**src/rtl/credit_sender.sv**
```systemverilog
// credit_sender
//
// Credit-based flow-control sender. It sits between an upstream producer and
// a downstream FIFO of depth CREDITS. It keeps a count of free FIFO entries
// and only accepts a word from the producer while that count is non-zero.
// The FIFO read logic returns one credit per word it consumes, and that
// return travels through RETURN_LATENCY register stages before it reaches
// the counter.
//
// Handshake (upstream side): i_valid/o_ready follow strict valid/ready
// semantics. A word transfers in exactly the cycles where i_valid && o_ready
// are both high. o_ready depends only on the credit register, never on
// i_valid. While i_valid is high and o_ready is low, the producer must hold
// i_data stable. The downstream side has no ready: o_valid is a write enable.
//
// Ports
//   clock              single clock, rising edge
//   reset              synchronous, active-low
//   i_data, i_valid    upstream payload and its valid
//   o_ready            a credit is available (count != 0)
//   o_data, o_valid    registered payload and write enable toward the FIFO
//   i_increment_count  one-cycle credit-return pulse from FIFO read logic
//   o_credit_count     registered credit count
//   o_overflow         sticky: a credit returned while the count was full

module credit_sender #(
    parameter int DATA_WIDTH     = 16,
    parameter int CREDITS        = 8,
    parameter int RETURN_LATENCY = 2
) (
    input  logic                           clock,
    input  logic                           reset,
    input  logic [DATA_WIDTH-1:0]          i_data,
    input  logic                           i_valid,
    output logic                           o_ready,
    output logic [DATA_WIDTH-1:0]          o_data,
    output logic                           o_valid,
    input  logic                           i_increment_count,
    output logic [$clog2(CREDITS+1)-1:0]   o_credit_count,
    output logic                           o_overflow
);

    localparam int COUNT_W = $clog2(CREDITS + 1);
    localparam logic [COUNT_W-1:0] CREDITS_C = COUNT_W'(CREDITS);

    logic                  ret;
    logic                  send;
    logic [COUNT_W-1:0]    count_q,    count_d;
    logic [DATA_WIDTH-1:0] data_q,     data_d;
    logic                  valid_q,    valid_d;
    logic                  overflow_q, overflow_d;

    // Credit-return path: RETURN_LATENCY flops, or a straight wire when zero.
    // The stages clear on reset so returns in flight are dropped.
    if (RETURN_LATENCY == 0) begin : g_ret_direct
        assign ret = i_increment_count;
    end else begin : g_ret_pipe
        logic [RETURN_LATENCY-1:0] ret_pipe_q, ret_pipe_d;

        always_comb begin
            ret_pipe_d    = ret_pipe_q << 1;
            ret_pipe_d[0] = i_increment_count;
        end

        always_ff @(posedge clock) begin
            if (!reset) begin
                ret_pipe_q <= '0;
            end else begin
                ret_pipe_q <= ret_pipe_d;
            end
        end

        assign ret = ret_pipe_q[RETURN_LATENCY-1];
    end

    // Ready comes from the count register alone, so no send can happen at
    // zero credits and the counter cannot underflow.
    assign o_ready = (count_q != '0);
    assign send    = i_valid && o_ready;

    always_comb begin
        count_d    = count_q;
        data_d     = data_q;
        valid_d    = send;
        overflow_d = overflow_q;

        if (send) begin
            data_d = i_data;
        end

        if (send && !ret) begin
            count_d = count_q - COUNT_W'(1);
        end else if (!send && ret) begin
            // A return with no matching send while already full means the
            // downstream returned more credits than it was given.
            if (count_q == CREDITS_C) begin
                overflow_d = 1'b1;
            end else begin
                count_d = count_q + COUNT_W'(1);
            end
        end
        // send && ret cancel out, including at a full count.
    end

    always_ff @(posedge clock) begin
        if (!reset) begin
            count_q    <= CREDITS_C;
            data_q     <= '0;
            valid_q    <= 1'b0;
            overflow_q <= 1'b0;
        end else begin
            count_q    <= count_d;
            data_q     <= data_d;
            valid_q    <= valid_d;
            overflow_q <= overflow_d;
        end
    end

    assign o_data         = data_q;
    assign o_valid        = valid_q;
    assign o_credit_count = count_q;
    assign o_overflow     = overflow_q;

endmodule

```
**config.mk**
```make
export PLATFORM = sky130hd
export DESIGN_NAME = credit_sender
export DESIGN_NICKNAME = d
export VERILOG_FILES = /design/src/rtl/credit_sender.sv
export SDC_FILE = /design/constraint.sdc
export NUM_CORES = 1
export LEC_CHECK = 0
export CAP_MARGIN = 20
export CORE_MARGIN = 3
export CORE_UTILIZATION = 38
export CTS_BUF_LIST = sky130_fd_sc_hd__clkbuf_4 sky130_fd_sc_hd__clkbuf_8 sky130_fd_sc_hd__clkbuf_16
export DETAILED_ROUTE_END_ITERATION = 16
export DONT_BUFFER_PORTS = 1
export SETUP_SLACK_MARGIN = 0.05
export SLEW_MARGIN = 25
export SYNTH_ARGS = -nofsm -noshare
export SYNTH_HDL_FRONTEND = slang
export SYNTH_SLANG_ARGS = --single-unit
```
**constraint.sdc**
```tcl
create_clock -name clock -period 3.3 [get_ports clock]
set_clock_uncertainty 0.1 [all_clocks]
set_input_delay 0.66 -clock clock [delete_from_list [all_inputs] [get_ports clock]]
set_output_delay 0.66 -clock clock [all_outputs]
set_load 0.02 [all_outputs]
```
==> impl_metrics.yaml, run 1 <==
status:
  run_status: "finished clean"
placement:
  placed_cell_area_mm2: 0.001109
  port-buffer-count: 0
  gp_congestion: 0.7073
  hpwl_um: 1542
critical_path:
  worstPathCellList: "or4_4, nand2_8, inv_4, ha_1, ha_1, a21o_1, a21oi_1, mux2_2, mux2_1"
  slowest_stage: "or4_4"
  r2r-start: "o_credit_count[3]"
  cpMostUsedCell: "ha_1"
  r2r_slack_ps: 230
  crit_arrival_ps: 3180
  cp.required_ps: 3410
  critPathMaxStageDelay_ps: 610
  cp-end-kind: "register"
  critPathLaunch: "o_credit_count[3]"
  crit_end: "o_credit_count[3]"
  startpoint_type: "register"
  r2r_cells: 9
  criticalPathCategory: "register to register"
  cp_max_fo: 18
  reg2reg_to: "o_credit_count[3]"
sta:
  min_period_ps: 3075
  slew_violations: 0
  worst_hold_slack_ps: 358.4
  post-route-period-util: 0.9317
  fmax_ghz: 0.3252
  slew_headroom: 0.7460
  tns_ps: 0
  finalHoldViolCount: 0
  tightest_slew_ps: 380.4
  rsz0062_at_grt: "no"
  setup_viol: 0
synth:
  syn_area_per_cell_um2: 9.863
  synth-seq-area-share: 0.4389
  synth_edf_count: 0
  synth_cell_types: 28
  yosys_most_used_dff: "dfxtp_1"
  synthArstFlopShare: 0
  ys_seq_elements: 24
  netlist_area_mm2: 0.001095
  syn-num-nets: 136
  synthCells: 111
  yosys_warnings: 0
hold_path:
  hp-class: "primary input to register"
  hold_depth: 1
  hold_start: "reset"
finish:
  layout.nets: 139
  layout_commonest_cell: "nand2_1"
  mostFrequentLayoutCells: "nand2_1, dfxtp_1, nand2_2, a21boi_2, a21boi_1"
  fin_area_mm2: 0.001162
  drive_above_1_share: 0.2655
  syn_to_final_growth_pct: 6.171
  fin_util: 0.4449
  diodes: 0
clocking:
  worstSkewPairLatency_ps: 310
  ctsHtreeMaxLevel: 1
  holdBufCountCts: 0
  cts_root_buffer: "clkbuf_4"
  cts_tree: "yes"
  clock_sinks: 24
  clkSlewWorstSetupHoldPaths_ps: 140
  cts_buffers: 3
  clockBufferDepth: 2
pwr:
  pwr_density_cell_mw_per_mm2: 780.6
  power_leakage_nw: 0.4674
  ir_worst_vdd_v: 0.0004040
global_route:
  grt_pass1_vias: 745
  antenna_found_initial: 0
  grt_max_degree: 26
  overflow: 0
  grt_pass1_wl_um: 3346
  track_usage: 0.1254
routing:
  drtAntennaViolNets: 0
  num_vias: 726
  routed_via_density: 5.077
  first_pass_iters: 2
  route.detailed.drc: 0
  wl_per_cell_um: 14.56
  wl_um: 2082
  initialDrtViolationCount: 18
run:
  cap_violations: 0
die:
  io_pins: 43
  die_w_um: 59.68
  start_util: 0.4191
  dieArea_mm2: 0.003561
  placementRows: 18
  coreArea_mm2: 0.002613
  die_h_um: 59.68
area by class of cell:
| cell class | count | area (um2) |
|---|---|---|
| fillers | 273 | 1450 |
| multi-input cells | 78 | 554.3 |
| flip-flops and latches | 24 | 481.7 |
| well taps | 30 | 37.54 |
| clock inverters | 1 | 30.03 |
| clock buffers | 3 | 22.52 |
| inverters | 5 | 21.27 |
| repair buffers | 2 | 15.01 |
per-layer routing:
layer / track usage / vias up / share of wire
met3: 0.04536 / 2 / 0.085
met4: 0.04747 / 0 / 0.0072
met5: 0 / - / 0
li1: - / 365 / -
met2: 0.2238 / 25 / 0.54
met1: 0.1331 / 334 / 0.37
sequential cells by signal (all words and copies together) (netlist names):
register and cells:
o_data 16, o_overflow 1, g_ret_pipe.ret_pipe_q 2, o_credit_count 4, o_valid 1
synth_stat cells, drive strengths merged, types with 2 or more instances:
library cell   n  area [um2]
mux2           2       22.52
xnor2          2       17.52
clkbuf         2       7.510
and2           3       18.77
buf            2       31.28
nand2         37       177.7
ha             4       50.05
a21boi        17       161.4
a21oi          3       15.01
dfxtp         24       480.5
inv            5       21.27
cell families after synthesis:
kind of cell               synth area share
buffers and inverters               0.05486
AOI/OAI and AO/OA                    0.1771
DFF                                  0.4389
xor gates and xnor gates            0.01600
adders and majority gates           0.06400
muxes                               0.02057
and+or+nand+nor                      0.2286
worst min path at each step:
stage                                    end
detailed placement  g_ret_pipe.ret_pipe_q[1]
finish              g_ret_pipe.ret_pipe_q[0]
floorplan           g_ret_pipe.ret_pipe_q[1]
global route        g_ret_pipe.ret_pipe_q[0]
CTS                 g_ret_pipe.ret_pipe_q[0]
global placement    g_ret_pipe.ret_pipe_q[1]
critical path, delay by kind of cell, from the launching register on:
kind | cells | cell delay (ps)
adders and majority gates | 2 | 560
and+or+nand+nor | 2 | 810
AOI/OAI and AO/OA | 2 | 340
buffers and inverters | 1 | 110
DFF | 1 | 390
muxes | 2 | 660
stage by stage:
stage	total power, mW	setup WS, ps	std cells
after CTS	0.9229	166.0	143
after floorplan	0.6571	273.4	111
final	0.9074	225.2	143
after detailed placement	0.7058	197.9	139
after global routing	0.9762	83.52	143
after global placement	0.6957	262.4	139
power by group:
part,total (mW),internal [mW],switching [mW],leakage [nW]
registers,0.416,0.336,0.0802,0.197
logic,0.279,0.121,0.158,0.242
clock network,0.211,0.123,0.0888,0.0279
total,0.907,0.580,0.327,0.467
repair_timing:
| item | in CTS | in global routing |
|---|---|---|
| setup endpoints to repair | 0 | 1 |
| buffers inserted | 0 | 0 |
| gates resized for setup | 0 | 1 |
Note: power is estimated with default switching activity, not from simulation.
==> inputs of run 2 (changes only) <==
--- a/config.mk
+++ b/config.mk
@@ -6,7 +6,7 @@
 export NUM_CORES = 1
 export LEC_CHECK = 0
 export CAP_MARGIN = 20
-export CORE_MARGIN = 3
+export CORE_MARGIN = 5
 export CORE_UTILIZATION = 38
 export CTS_BUF_LIST = sky130_fd_sc_hd__clkbuf_4 sky130_fd_sc_hd__clkbuf_8 sky130_fd_sc_hd__clkbuf_16
 export DETAILED_ROUTE_END_ITERATION = 16
==> run 2 against run 1 <==
Against the previous run:
- die area is 14% higher
- clock-buffer cell count did not move
- critical endpoint unchanged
- setup slack worse by 30 ps
- highest routed layer unchanged
- wire length rose by 1.1%
- combinational power increased by 1%
==> impl_metrics.yaml, run 2 (same netlist as run 1, synthesis figures left out) <==
clocking:
  clock_sinks: 24
  worstSkewPairLatency_ps: 310
  clockBufferDepth: 2
  post_cts_buffers: 0
  cts_root_buffer: "clkbuf_4"
  cts_buffers: 3
  cts_resized: 0
  holdBufCountCts: 0
  ctsHtreeMaxLevel: 1
  clkSlewWorstSetupHoldPaths_ps: 140
  cts_tree: "yes"
pwr:
  pwr_density_cell_mw_per_mm2: 781.2
  ir_worst_vdd_v: 0.0005305
  power_leakage_nw: 0.4673
routing:
  wl_um: 2104
  drtAntennaViolNets: 0
  routed_via_density: 5.000
  initialDrtViolationCount: 72
  num_vias: 720
  route.detailed.drc: 0
  first_pass_iters: 4
  wl_per_cell_um: 14.61
critical_path:
  worstPathCellList: "or4_4, nand2_8, inv_4, ha_1, ha_1, a21o_1, a21oi_1, mux2_2, mux2_1"
  r2r-start: "o_credit_count[3]"
  cp.required_ps: 3410
  startpoint_type: "register"
  criticalPathCategory: "register to register"
  cp_max_fo: 18
  r2r_cells: 9
  crit_arrival_ps: 3220
  critPathLaunch: "o_credit_count[3]"
  slowest_stage: "or4_4"
  crit_end: "o_credit_count[3]"
  cpMostUsedCell: "ha_1"
  reg2reg_to: "o_credit_count[3]"
  critPathMaxStageDelay_ps: 640
  cp-end-kind: "register"
  r2r_slack_ps: 190
sta:
  min_period_ps: 3105
  setup_viol: 0
  tightest_slew_ps: 367.1
  post-route-period-util: 0.9409
  fmax_ghz: 0.3221
  rsz0062_at_grt: "no"
  slew_headroom: 0.7546
  tns_ps: 0
  worst_slack_ps: 195.0
  finalHoldViolCount: 0
  slew_violations: 0
placement:
  gp_congestion: 0.7675
  hpwl_um: 1604
  dp_slack_ps: 181.8
  port-buffer-count: 0
  placed_cell_area_mm2: 0.001110
  dp_cells: 140
global_route:
  overflow: 0
  grt_max_degree: 26
  antenna_found_initial: 0
  grt_pass1_wl_um: 3477
  grt_pass1_vias: 771
  track_usage: 0.1077
die:
  die_w_um: 63.68
  placementRows: 19
  start_util: 0.3970
  die_h_um: 63.68
  coreArea_mm2: 0.002758
  dieArea_mm2: 0.004055
  io_pins: 43
run:
  cap_violations: 0
finish:
  largest_reg_flops: 16
  fin_util: 0.4215
  syn_to_final_growth_pct: 6.171
  diodes: 0
  multi_input_comb_area_um2: 554.3
  mostFrequentLayoutCells: "nand2_1, dfxtp_1, nand2_2, a21boi_2, a21boi_1"
  layout.nets: 139
  drive_above_1_share: 0.2566
  n_fill_cell: 267
  fin_area_mm2: 0.001162
  instances_no_fill: 144
  regArea_um2: 480.5
  layout_commonest_cell: "nand2_1"
hold_path:
  hp-class: "register to register"
status:
  run_status: "finished clean"
[run 2: cell counts in the layout (fill, tap and decap cells not counted)]
Identical to the previous run, type by type.
[run 2: how the worst min path moves through the flow]
stage | depth (start not counted) | slack [ps] | end | startpoint
floorplan | 1 | 310 | g_ret_pipe.ret_pipe_q[1] | g_ret_pipe.ret_pipe_q[0]
global placement | 1 | 330 | g_ret_pipe.ret_pipe_q[1] | g_ret_pipe.ret_pipe_q[0]
detailed placement | 1 | 320 | g_ret_pipe.ret_pipe_q[1] | g_ret_pipe.ret_pipe_q[0]
CTS | 1 | 340 | g_ret_pipe.ret_pipe_q[0] | reset
global route | 1 | 320 | g_ret_pipe.ret_pipe_q[1] | reset
finish | 1 | 350 | g_ret_pipe.ret_pipe_q[1] | g_ret_pipe.ret_pipe_q[0]
[run 2: report_power, final]
part	leakage (nW)	internal [mW]	switching, mW
Clock	0.0279	0.123	0.0887
Combinational	0.242	0.122	0.161
Sequential	0.198	0.335	0.0787
[run 2: layout make-up]
cell class                      instances  area share
Tap cell                               31     0.03337
Clock inverter                          1     0.02583
Inverter                                5     0.01830
Timing Repair Buffer                    2     0.01292
Sequential cell                        24      0.4133
Multi-Input combinational cell         78      0.4769
Clock buffer                            3     0.01938
[run 2: metrics by stage]
| stage | hold WS [ps] | power [mW] |
|---|---|---|
| 2_1_floorplan | 311.9 | 0.6571 |
| 3_3_place_gp | 326.0 | 0.6963 |
| 3_5_place_dp | 321.7 | 0.7134 |
| 4_1_cts | 339.6 | 0.9281 |
| 5_1_grt | 324.7 | 0.9742 |
| 6_report | 351.8 | 0.9080 |
[run 2: worst max-delay path: cells and delay by family, from the launching register on]
kind / cells / cell delay, ps
AO/OA/AOI/OAI: 2 / 340
adder cells (fa/ha/maj): 2 / 550
buffers and inverters: 1 / 110
flip-flops: 1 / 420
multiplexers: 2 / 660
AND/OR/NAND/NOR: 2 / 820
[run 2: routing by layer]
layer / wire length [um] / track usage / up-vias
met5: 0 / 0 / -
met4: 19 / 0.05455 / 0
met3: 216 / 0.04263 / 2
li1: - / - / 365
met2: 1101 / 0.1929 / 22
met1: 767 / 0.1054 / 331
